==> config.mk <==
export PLATFORM = sky130hd
export DESIGN_NAME = module_pipelined_adder
export DESIGN_NICKNAME = d
export VERILOG_FILES = /design/src/rtl/module_pipelined_adder_pkg.sv /design/src/rtl/module_ripple_carry_adder.sv /design/src/rtl/module_pipelined_adder.sv
export SDC_FILE = /design/constraint.sdc
export NUM_CORES = 1
export LEC_CHECK = 0
export CAP_MARGIN = 20
export CORE_MARGIN = 2
export CORE_UTILIZATION = 63
export CTS_CLUSTER_DIAMETER = 200
export CTS_CLUSTER_SIZE = 25
export DETAILED_ROUTE_END_ITERATION = 8
export DONT_BUFFER_PORTS = 1
export PLACE_DENSITY_LB_ADDON = 0.05
export SLEW_MARGIN = 20
export SYNTH_ARGS = -nofsm -noshare
export SYNTH_HDL_FRONTEND = slang
export SYNTH_SLANG_ARGS = --single-unit
==> constraint.sdc <==
create_clock -name clk_i -period 3.2 [get_ports clk_i]
set_input_delay 0.64 -clock clk_i [delete_from_list [all_inputs] [get_ports clk_i]]
set_output_delay 0.64 -clock clk_i [all_outputs]
set_load 0.01 [all_outputs]
==> src/rtl/module_pipelined_adder_pkg.sv <==
// Shared sizing helpers and types for the segmented pipelined adder.
package pkg_adder;

    localparam int DEF_WIDTH  = 16;
    localparam int DEF_STAGES = 4;

    function automatic int seg_width(input int width, input int stages);
        return (stages > 0) ? (width / stages) : width;
    endfunction

    function automatic bit params_ok(input int width, input int stages);
        return (stages >= 1) && (stages <= width) && ((width % stages) == 0);
    endfunction

    localparam int DEF_SEG_W = seg_width(DEF_WIDTH, DEF_STAGES);

    typedef logic [DEF_SEG_W-1:0] def_seg_t;

endpackage

==> src/rtl/module_ripple_carry_adder.sv <==
// Plain ripple-carry adder for one SEG_W-bit segment of the pipelined adder.
module module_ripple_carry_adder #(
    parameter int RCAWIDE = 4
) (
    input  logic [RCAWIDE-1:0] a_i,
    input  logic [RCAWIDE-1:0] b_i,
    input  logic               c_i,
    output logic [RCAWIDE-1:0] s_o,
    output logic               c_o
);

    logic [RCAWIDE:0] carry;

    always_comb begin
        carry    = '0;
        s_o      = '0;
        carry[0] = c_i;
        for (int i = 0; i < RCAWIDE; i++) begin
            s_o[i]       = a_i[i] ^ b_i[i] ^ carry[i];
            carry[i+1]   = (a_i[i] & b_i[i]) | (carry[i] & (a_i[i] ^ b_i[i]));
        end
    end

    assign c_o = carry[RCAWIDE];

endmodule

==> src/rtl/module_pipelined_adder.sv <==
// Pipelined WIDTH-bit adder/subtractor: one SEG_W segment resolved per stage,
// carry rippling stage-to-stage, with a single global stall from the output side.
module module_pipelined_adder
    import pkg_adder::*;
#(
    parameter int WIDTH  = DEF_WIDTH,
    parameter int STAGES = DEF_STAGES
) (
    input  logic             clk_i,
    input  logic             rst_n_i,
    input  logic             valid_i,
    output logic             ready_o,
    input  logic [WIDTH-1:0] a_i,
    input  logic [WIDTH-1:0] b_i,
    input  logic             carry_i,
    input  logic             sub_i,
    output logic             valid_o,
    input  logic             ready_i,
    output logic [WIDTH-1:0] sum_o,
    output logic             carry_o,
    output logic             overflow_o
);

    localparam int SEG_W = seg_width(WIDTH, STAGES);

    typedef logic [SEG_W-1:0] seg_t;

    if (!params_ok(WIDTH, STAGES)) begin : g_bad_params
        $error("module_pipelined_adder: WIDTH must be a positive multiple of STAGES");
    end

    logic             adv;
    logic [WIDTH-1:0] bp_in;
    logic             cin_in;

    logic [STAGES-1:0] vld_q, vld_d;
    logic [STAGES-1:0] c_q, c_d;
    logic [WIDTH-1:0]  a_q   [STAGES];
    logic [WIDTH-1:0]  a_d   [STAGES];
    logic [WIDTH-1:0]  b_q   [STAGES];
    logic [WIDTH-1:0]  b_d   [STAGES];
    logic [WIDTH-1:0]  sum_q [STAGES];
    logic [WIDTH-1:0]  sum_d [STAGES];
    logic              ovf_q, ovf_d;

    seg_t seg_a  [STAGES];
    seg_t seg_b  [STAGES];
    seg_t seg_s  [STAGES];
    logic seg_co [STAGES];
    logic [STAGES-1:0] seg_ci;

    // A stalled output freezes every stage; empty outputs let bubbles drain.
    assign adv        = ~valid_o | ready_i;
    assign ready_o    = adv;
    assign valid_o    = vld_q[STAGES-1];
    assign sum_o      = sum_q[STAGES-1];
    assign carry_o    = c_q[STAGES-1];
    assign overflow_o = ovf_q;

    // Stage k works on segment k of operands that have been skewed by k registers.
    always_comb begin
        bp_in     = sub_i ? ~b_i : b_i;
        cin_in    = sub_i ? 1'b1 : carry_i;
        seg_a[0]  = a_i[SEG_W-1:0];
        seg_b[0]  = bp_in[SEG_W-1:0];
        seg_ci[0] = cin_in;
        for (int k = 1; k < STAGES; k++) begin
            seg_a[k]  = a_q[k-1][k*SEG_W +: SEG_W];
            seg_b[k]  = b_q[k-1][k*SEG_W +: SEG_W];
            seg_ci[k] = c_q[k-1];
        end
    end

    for (genvar k = 0; k < STAGES; k++) begin : g_seg
        module_ripple_carry_adder #(
            .RCAWIDE (SEG_W)
        ) u_rca (
            .a_i (seg_a[k]),
            .b_i (seg_b[k]),
            .c_i (seg_ci[k]),
            .s_o (seg_s[k]),
            .c_o (seg_co[k])
        );
    end

    always_comb begin
        vld_d[0]              = valid_i;
        a_d[0]                = a_i;
        b_d[0]                = bp_in;
        sum_d[0]              = '0;
        sum_d[0][SEG_W-1:0]   = seg_s[0];
        c_d[0]                = seg_co[0];
        for (int k = 1; k < STAGES; k++) begin
            vld_d[k]                     = vld_q[k-1];
            a_d[k]                       = a_q[k-1];
            b_d[k]                       = b_q[k-1];
            sum_d[k]                     = sum_q[k-1];
            sum_d[k][k*SEG_W +: SEG_W]   = seg_s[k];
            c_d[k]                       = seg_co[k];
        end
        // The last segment holds the operand MSBs, so overflow is decided there.
        ovf_d = (seg_a[STAGES-1][SEG_W-1] == seg_b[STAGES-1][SEG_W-1]) &&
                (sum_d[STAGES-1][WIDTH-1] != seg_a[STAGES-1][SEG_W-1]);
    end

    always_ff @(posedge clk_i or negedge rst_n_i) begin
        if (!rst_n_i) begin
            vld_q <= '0;
            c_q   <= '0;
            ovf_q <= 1'b0;
            for (int k = 0; k < STAGES; k++) begin
                a_q[k]   <= '0;
                b_q[k]   <= '0;
                sum_q[k] <= '0;
            end
        end else if (adv) begin
            vld_q <= vld_d;
            c_q   <= c_d;
            ovf_q <= ovf_d;
            for (int k = 0; k < STAGES; k++) begin
                a_q[k]   <= a_d[k];
                b_q[k]   <= b_d[k];
                sum_q[k] <= sum_d[k];
            end
        end
    end

endmodule

After elaboration in Yosys (flattened, before gate mapping)
Cells that the tools add are included.
- memory bits (read-only): 0
- memories kept: 0
- bits in registers: 145
- logic and storage cells: 101
- latch bits: 0
- RAM bits: 0
- output and inout bits: 20
- input bits: 38
- shifts and indexed selects: 0
- eq/ne operators: 2
- mux-type cells: 2
- divide/modulo/power cells: 0
- reductions and logical operators: 1
- add/sub/neg operators: 0
- magnitude comparators: 0
- bitwise logic cells: 83
- $mul: 0
- operators with widths (cell ; count):
    bitwise AND 1 bit ; 32
    XOR 1 bit ; 32
    bitwise OR 1 bit ; 17
    2-to-1 mux 16 bit ; 1
    inverter 16 bit ; 1
    equality test 1 bit ; 1
    logical AND 1 bit ; 1
    2-to-1 mux 1 bit ; 1
    inequality test 1 bit ; 1
    inverter 1 bit ; 1

Logic depth before layout (Yosys ltp)
Gate-level depths: netlist (run 1).
- depth in word-level cells: 11
- depth in mapped cells: 11

Hierarchy
Synthesis (run 1) repeated with hierarchy kept, for this count alone.
- cells, all modules: 284
- area total of the unflattened synthesis: 4320.4 sq um
- by module, submodules not included (module ; times used ; cells an instance ; seq. area each (sq um) ; area each (sq um)):
    module_pipelined_adder ; 1 ; 228 ; 2427.3 ; 3849.9
    module_ripple_carry_adder ; 4 ; 14 ; 0.0 ; 117.6

Worst setup path after synthesis (run 1)
Ideal clock, no wire load.
- kind: input -> register
- from: input sub_i
- to: register sum_q (netlist bit sum_d[35])
- library setup time: 0.125 ns
- stages on the path: 11
- path slack: 0.236 ns
- arrival: 2.839 ns
- required time: 3.075 ns
- path through: buf_2 > buf_4 > xnor2_1 > fa_1 > inv_1 > fa_1 > inv_1 > fa_1 > inv_1 > fa_1 > mux2_4
- cells in the longest elaborated chain, start to end: 9
- RTL lines (item ; RTL line ; RTL):
    start, declared ; module_pipelined_adder.sv:16 ; input logic sub_i,
    2-to-1 mux 16 bit ; module_pipelined_adder.sv:62 ; bp_in = sub_i ? ~b_i : b_i;
    XOR 1 bit ; module_ripple_carry_adder.sv:20 ; carry[i+1] = (a_i[i] & b_i[i]) | (carry[i] & (a_i[i] ^ b_i[i]));
    bitwise AND 1 bit ; module_ripple_carry_adder.sv:20 ;
    bitwise OR 1 bit ; module_ripple_carry_adder.sv:20 ;
    bitwise AND 1 bit ; module_ripple_carry_adder.sv:20 ;
    bitwise OR 1 bit ; module_ripple_carry_adder.sv:20 ;
    bitwise AND 1 bit ; module_ripple_carry_adder.sv:20 ;
    bitwise OR 1 bit ; module_ripple_carry_adder.sv:20 ;
    XOR 1 bit (*) ; module_ripple_carry_adder.sv:19 ; s_o[i] = a_i[i] ^ b_i[i] ^ carry[i];
    net g_seg[0].u_rca.s_o[3] ; module_ripple_carry_adder.sv:8 ; output logic [RCAWIDE-1:0] s_o,
    end signal, assigned by index ; module_pipelined_adder.sv:123 ; sum_q[k] <= sum_d[k];
    end, declared ; module_pipelined_adder.sv:42 ; logic [WIDTH-1:0] sum_q [STAGES];
The timed path passes the listed nets; every way through them passes the cells marked *.
A chain may end at the register's enable or synchronous reset.

Worst setup path in the final report (run 1)
- from: register a_q (netlist bit a_d[12])
- to: register ovf_q (netlist: overflow_o)
- cells in the longest elaborated chain, start to end: 10
- RTL lines (item ; RTL line ; RTL):
    start, declared ; module_pipelined_adder.sv:38 ; logic [WIDTH-1:0] a_q [STAGES];
    start signal, assigned by index ; module_pipelined_adder.sv:121 ; a_q[k] <= a_d[k];
    XOR 1 bit ; module_ripple_carry_adder.sv:20 ;
    bitwise AND 1 bit ; module_ripple_carry_adder.sv:20 ;
    bitwise OR 1 bit (*) ; module_ripple_carry_adder.sv:20 ;
    bitwise AND 1 bit (*) ; module_ripple_carry_adder.sv:20 ;
    bitwise OR 1 bit (*) ; module_ripple_carry_adder.sv:20 ;
    bitwise AND 1 bit (*) ; module_ripple_carry_adder.sv:20 ;
    bitwise OR 1 bit (*) ; module_ripple_carry_adder.sv:20 ;
    XOR 1 bit (*) ; module_ripple_carry_adder.sv:19 ;
    inequality test 1 bit (*) ; module_pipelined_adder.sv:103 ; (sum_d[STAGES-1][WIDTH-1] != seg_a[STAGES-1][SEG_W-1]);
    logical AND 1 bit (*) ; module_pipelined_adder.sv:102 ; ovf_d = (seg_a[STAGES-1][SEG_W-1] == seg_b[STAGES-1][SEG_W-1]) &&
    end signal, assigned ; module_pipelined_adder.sv:119 ; ovf_q <= ovf_d;
    end, declared ; module_pipelined_adder.sv:44 ; logic ovf_q, ovf_d;
Every way passes the cells marked *; elsewhere a longest branch is shown, timed or not.

==> results of run 1 <==
[report_power, final]
group	internal [mW]	total (mW)	switching (mW)
Clock	0.447	0.858	0.411
Sequential	1.78	2.20	0.419
Combinational	1.01	1.58	0.570
[worst max-delay path: stages (launching register included)]
cell	delay [ns]
dfrtp_1	0.41
fa_1	0.42
inv_1	0.08
fa_1	0.15
inv_1	0.05
fa_1	0.36
inv_1	0.08
fa_1	0.43
xor2_1	0.16
o31ai_1	0.18
[registers in the layout, indices dropped and copies added, names as in the netlist]
name	count
c_q	4
sum_o	16
sum_d	24
b_d	24
a_d	24
vld_q	4
overflow_o	1
[kinds of logic after synthesis]
| kind of cell | after synthesis | share of synthesized area (%) |
|---|---|---|
| fa+ha+maj | 17 | 7.308 |
| flops | 97 | 53.30 |
| simple gates | 15 | 2.390 |
| mux | 84 | 25.99 |
| compound gates | 12 | 1.374 |
| buf+inv | 41 | 6.373 |
| xor+xnor | 17 | 3.269 |
[routing by layer]
metal	share of wire (%)	track usage, %
met5	0	0
met1	45	25.69
met2	50	29.38
met4	1.2	5.292
met3	4.1	5.817
[through the flow]
| step | area [µm²] | std cells | hold slack, ns | total power, mW |
|---|---|---|---|---|
| 2_1_floorplan | 4554 | 283 | 0.3444 | 3.605 |
| 3_5_place_dp | 4516 | 368 | 0.3469 | 3.808 |
| 4_1_cts | 4766 | 385 | 0.2077 | 4.722 |
| 5_1_grt | 4766 | 385 | 0.2187 | 5.024 |
| 3_3_place_gp | 4516 | 368 | 0.3465 | 3.750 |
| 6_report | 4766 | 385 | 0.2054 | 4.639 |
[placed cells by master, fill, tap and decap left out]
master,count
a21oi_1,11
buf_16,1
buf_4,3
bufinv_16,2
clkbuf_8,9
clkinv_2,1
clkinvlp_4,1
dfrtp_1,97
fa_1,16
ha_1,1
inv_1,26
inv_6,3
inv_8,1
mux2_2,18
mux2_4,64
mux2i_1,2
nand2b_1,1
nand3b_1,1
nor2_1,1
nor2b_2,1
nor3b_1,11
o31ai_1,1
xnor2_1,4
xor2_1,13
[final timing paths]
path / from / end / slack (ns) / cells past startpoint
setup / recovery: a_d[12]$_DFFE_PN0P_ / overflow_o$_DFFE_PN0P_ / 0.79 / 9
hold / removal: rst_n_i / sum_o[10]$_DFFE_PN0P_ / 0.21 / 1
setup reg to reg: a_d[12]$_DFFE_PN0P_ / overflow_o$_DFFE_PN0P_ / 0.79 / 9
hold reg to reg: vld_q[2]$_DFFE_PN0P_ / vld_q[3]$_DFFE_PN0P_ / 0.49 / 1
max in group asynchronous: rst_n_i / sum_o[12]$_DFFE_PN0P_ / 2.65 / 1
min in group clk_i: a_i[9] / a_d[41]$_DFFE_PN0P_ / 0.43 / 1
[area by class of cell]
type / instances / area, µm²
clock buffers: 9 / 123.9
clock inverters: 7 / 98.84
fillers: 480 / 2141
inverters: 27 / 108.9
multi-input cells: 145 / 1837
flip-flops and latches: 97 / 2427
well taps: 96 / 120.1
repair buffers: 4 / 50.05
==> metrics.md, run 1 <==
| Metric | Value |
|---|---|
| Vias per cell | `5.374` |
| Area leader, netlist | `dfrtp_1` |
| Setup Viol. Count Final | `0` |
| Post-route clock period utilization | `75.37%` |
| DP Worst Slack | `0.5508 ns` |
| Most common cell in the netlist | `dfrtp_1` |
| Mapped cell area | `4554 µm²` |
| RSZ-0062 raised after global routing | `false` |
| Final worst-path setup slack | `0.7882 ns` |
| Synth top area cells | `dfrtp_1, mux2_4, fa_1, mux2_2, buf_12` |
| Drt wl/cell | `16.55 µm` |
| Final core occ | `69.00%` |
| Placer Congestion | `0.6891` |
| Hold crit path type | `in2async` |
| Fraction of layout cells with a size suffix above 1 | `35.99%` |
| CP required | `3.46 ns` |
| Pleak | `2.272 nW` |
| FMAX | `0.4146 GHz` |
| I/O Buffers | `0` |
| Clk sinks | `97` |
| First-pass GRT wire length | `10,930 µm` |
| YS warnings | `0` |
| Outcome | `finished clean` |
| Post-detail-place hpwl | `4184 µm` |
| Worst setup EP type | `register` |
| Number of global-route vias before repair | `2,169` |
| Htree depth | `3` |
| Most common flop cell mapped by yosys | `dfrtp_1` |
| Pins over their slew limit | `0` |
| Die Height | `89.03 µm` |
| Overflow after GRT | `0` |
| Die Width | `89.03 µm` |
| Largest net degree at the start of global routing | `98` |
| Synth cell types | `22` |
| P per Cell Area | `973.5 nW/µm²` |
| Max cap viols | `0` |
| Antenna violations before repair | `0` |
| Yosys top cell area share | `53.30%` |
| Final count of hold timing violations | `0` |
| DRT antenna net count | `0` |
| Layout area overhead | `4.643%` |
| # diodes | `0` |
| Die area | `7925 µm²` |
| Detailed Route WL | `6370 µm` |
| Final TNS setup | `0 ns` |
| CTS clk-pin slew, worst paths | `0.09 ns` |
| CTS tree | `yes` |
| # Post-CTS Setup Buffers | `0` |
| Clock Latency Late Sink | `0.35 ns` |
| WP data arrival | `2.67 ns` |
| Critical path class | `reg2reg` |
| Crit-path max FO | `2` |
| Residual DRC | `0` |
| Worst rel slew slack | `64.52%` |
| Via Count | `2,069` |
| Synth Area per Inst | `16.09 µm²` |
| Iteration-0 DRC Markers | `61` |
| Starting Density | `65.94%` |
| Post-synth EDFFs | `0` |
| FF+latch count, synth | `97` |
| Crit start category | `register` |
| FP Rows | `30` |
| Async set-or-reset flop fraction in the synthesized netlist | `100.0%` |
| Hold_buf cts | `1` |
| Most common library cells after synthesis | `dfrtp_1, mux2_4, inv_1` |
| Root buffer cell | `clkbuf_8` |
| Net count of the mapped netlist | `338` |
| Max Buffers Root-to-Sink | `2` |
| I/O pin total | `58` |
| Fin nets | `339` |
| Worst-margin pin slew | `0.5321 ns` |
| Post-synthesis sequential area ratio | `53.30%` |
| Worst VDD drop | `0.4322 mV` |
| PostCTS Resize Cnt | `0` |
| GRT Util Overall | `18.74%` |
| Final Skew | `0.009845 ns` |
| Core ar. | `6907 µm²` |
| Final Critical Period | `2.412 ns` |
| Mapped Cells | `283` |
| Number of CTS-inserted buffers | `9` |
| Pre-antenna DRT Iters | `4` |
Note: power is estimated with default switching activity, not from simulation.
==> run 2: changes to the inputs <==
--- a/config.mk
+++ b/config.mk
@@ -7,7 +7,7 @@
 export LEC_CHECK = 0
 export CAP_MARGIN = 20
 export CORE_MARGIN = 2
-export CORE_UTILIZATION = 63
+export CORE_UTILIZATION = 57
 export CTS_CLUSTER_DIAMETER = 200
 export CTS_CLUSTER_SIZE = 25
 export DETAILED_ROUTE_END_ITERATION = 8
==> constraint.sdc (replaced) <==
create_clock -name clk_i -period 2 [get_ports clk_i]
set_input_delay 0.4 -clock clk_i [delete_from_list [all_inputs] [get_ports clk_i]]
set_output_delay 0.4 -clock clk_i [all_outputs]
set_load 0.01 [all_outputs]
==> metrics.md, run 2 (synthesis gave the netlist of run 1 again) <==
| Metric | Value |
|---|---|
| Drt wl/cell | `16.82 µm (+1.7%)` |
| Net Sw Frac | `30.27% (+0.099 points)` |
| Pwr Total | `7.477 mW (+61%)` |
| Most frequent cells in the layout | `dfrtp_1, mux2_4, mux2_2, inv_1, xor2_1` |
| Final Critical Period | `2.348 ns (-0.06418 ns)` |
| RSZ-0062 raised after global routing | `true` |
| Fin nets | `345 (+1.8%)` |
| Residual DRC | `0 (unchanged)` |
| Htree depth | `3 (unchanged)` |
| Worst VDD drop | `0.8203 mV (+90%)` |
| Core ar. | `7727 µm² (+12%)` |
| P_int | `5.213 mW (+61%)` |
| Cell area after layout | `4830 µm² (+1.3%)` |
| Worst-margin pin slew | `0.2743 ns (-0.2579 ns)` |
| Detailed Route WL | `6645 µm (+4.3%)` |
| Clock Latency Late Sink | `0.35 ns (about the same)` |
| Crit-path max FO | `2 (unchanged)` |
| Crit-path slowest cell | `fa_1` |
| Critical path class | `reg2reg` |
| Fraction of layout cells with a size suffix above 1 | `45.05% (+9.1 points)` |
| Iteration-0 DRC Markers | `45 (-26%)` |
| Placer Congestion | `0.7551 (+9.6%)` |
| CP required | `2.26 ns (-1.20 ns)` |
| Final worst-path setup slack | `-0.3476 ns (-1.136 ns)` |
| Post-route clock period utilization | `117.4% (+42 points)` |
| # diodes | `0 (unchanged)` |
| Hold crit path type | `in2async` |
| Setup Viol. Count Final | `4 (+4)` |
| Final count of hold timing violations | `97 (+97)` |
| CTS clk-pin slew, worst paths | `0.09 ns (about the same)` |
| Largest net degree at the start of global routing | `98 (unchanged)` |
| Starting Density | `58.94% (-7.0 points)` |
| P per Cell Area | `1548 nW/µm² (+59%)` |
| Die Height | `93.39 µm (+4.9%)` |
| Vias per cell | `5.192 (-3.4%)` |
| Net Sw Power | `2.263 mW (+62%)` |
| Pre-antenna DRT Iters | `2 (-2)` |
| Die Width | `93.39 µm (+4.9%)` |
| Overflow after GRT | `0 (unchanged)` |
| Post-detail-place hpwl | `4408 µm (+5.4%)` |
| Fill cells | `589 (+23%)` |
| Layout area overhead | `6.044%` |
| I/O Buffers | `0 (unchanged)` |
| Via Count | `2,051 (-0.87%)` |
| # Post-CTS Setup Buffers | `0 (unchanged)` |
| Worst rel slew slack | `81.71% (+17 points)` |
| Sequential share of power | `46.6% (-0.7 points)` |
| Hold_ws | `-0.2634 ns (-0.4689 ns)` |
| Max cap viols | `0 (unchanged)` |
| Pleak | `2.264 nW (-0.34%)` |
| WP data arrival | `2.61 ns (-0.06 ns)` |
| Antenna violations before repair | `0 (unchanged)` |
| Flop2flop setup slack | `-0.35 ns (-1.14 ns)` |
| Comb pwr share | `36.9% (+2.7 points)` |
| Final Skew | `0.005612 ns (-0.004233 ns)` |
| Die area | `8721 µm² (+10%)` |
| DRT antenna net count | `0 (unchanged)` |
| Worst setup EP type | `register` |
| Clk sinks | `97 (unchanged)` |
| Failing checks | `negative hold slack, negative setup slack` |
| Outcome | `finished with violations` |
| Crit start category | `register` |
| Number of global-route vias before repair | `2,164 (-0.23%)` |
| Clock share of power | `16.5% (-2.0 points)` |
| CTS tree | `yes` |
| Final TNS setup | `-0.6080 ns (-0.6080 ns)` |
| GRT Util Overall | `16.85% (-1.9 points)` |
| FMAX | `0.4260 GHz (+2.7%)` |
| I/O pin total | `58 (unchanged)` |
| CP max stage delay | `0.43 ns (about the same)` |
| Crit-path cells | `fa_2 -> inv_2 -> fa_2 -> inv_2 -> fa_2 -> inv_2 -> fa_1 -> xor2_1 -> o31ai_1` |
| Root buffer cell | `clkbuf_8` |
| Max Buffers Root-to-Sink | `2 (unchanged)` |
| Most common cell after layout, fill and taps aside | `dfrtp_1` |
| Placed Area | `4632 µm² (+2.6%)` |
| First-pass GRT wire length | `10,960 µm (+0.32%)` |
| Number of CTS-inserted buffers | `9 (unchanged)` |
| Pins over their slew limit | `0 (unchanged)` |
| FP Rows | `32 (+6.7%)` |
## run 2: layer usage
metal / GRT usage, % / routed length, µm
met5: 0 / 0
met4: 6.618 / 113
met2: 25.72 / 3233
met3: 4.432 / 298
met1: 23.23 / 2999
## run 2: path summary, 6_finish.rpt
path	start	depth (start not counted)	to
min in group clk_i	a_i[13]	1	a_d[45]$_DFFE_PN0P_
worst max register to register	a_d[12]$_DFFE_PN0P_	9	overflow_o$_DFFE_PN0P_
worst max-delay path	a_d[12]$_DFFE_PN0P_	9	overflow_o$_DFFE_PN0P_
max in group asynchronous	rst_n_i	0	a_d[44]$_DFFE_PN0P_
worst min-delay path	rst_n_i	0	sum_d[2]$_DFFE_PN0P_
worst min register to register	vld_q[2]$_DFFE_PN0P_	1	vld_q[3]$_DFFE_PN0P_
## run 2: metrics by stage
stage	instances	setup WS (ns)	utilization [%]
after floorplan	283	-0.5564	-
after global placement	381	-0.3239	59.94
after detailed placement	381	-0.3972	59.94
after CTS	395	-0.3921	62.45
after global routing	395	-0.4496	62.50
final	395	-0.3476	62.50
## run 2: power by group through the flow
| stage | Clock (mW) | Combinational, mW | Sequential (mW) |
|---|---|---|---|
| 6_report | 1.23 | 2.76 | 3.48 |
| 5_1_grt | 1.37 | 3.05 | 3.62 |
| 2_1_floorplan | 0 | 2.47 | 3.37 |
| 3_3_place_gp | 0 | 2.65 | 3.52 |
| 3_5_place_dp | 0 | 2.74 | 3.54 |
| 4_1_cts | 1.29 | 2.78 | 3.50 |
## run 2: cell type report
class	count	area, µm²	area share, %
well taps	102	127.6	2.642
inverters	27	108.9	2.254
clock inverters	4	53.80	1.114
repair buffers	10	87.58	1.813
clock buffers	10	137.6	2.850
flip-flops and latches	97	2427	50.26
multi-input cells	145	1887	39.07
## run 2: repair_timing
item,4_1_cts,5_1_grt
pin swaps,5,6
endpoints found under the setup margin,4,5
gates resized for setup,5,1
hold endpoints to repair,97,97
## run 2: worst max-delay path, delay by kind of cell (launching register included)
family                   cells  cell delay, ns
AO/OA/AOI/OAI                1            0.20
flip-flops                   1            0.41
buffers and inverters        3            0.16
XOR/XNOR                     1            0.16
adder cells (fa/ha/maj)      4            1.33
==> run 3: changes to the inputs <==
--- a/config.mk
+++ b/config.mk
@@ -5,7 +5,6 @@
 export SDC_FILE = /design/constraint.sdc
 export NUM_CORES = 1
 export LEC_CHECK = 0
-export CAP_MARGIN = 20
 export CORE_MARGIN = 2
 export CORE_UTILIZATION = 57
 export CTS_CLUSTER_DIAMETER = 200
==> results of run 3 <==
Same layout as run 2: the final DEF is identical, and so are final timing and power.
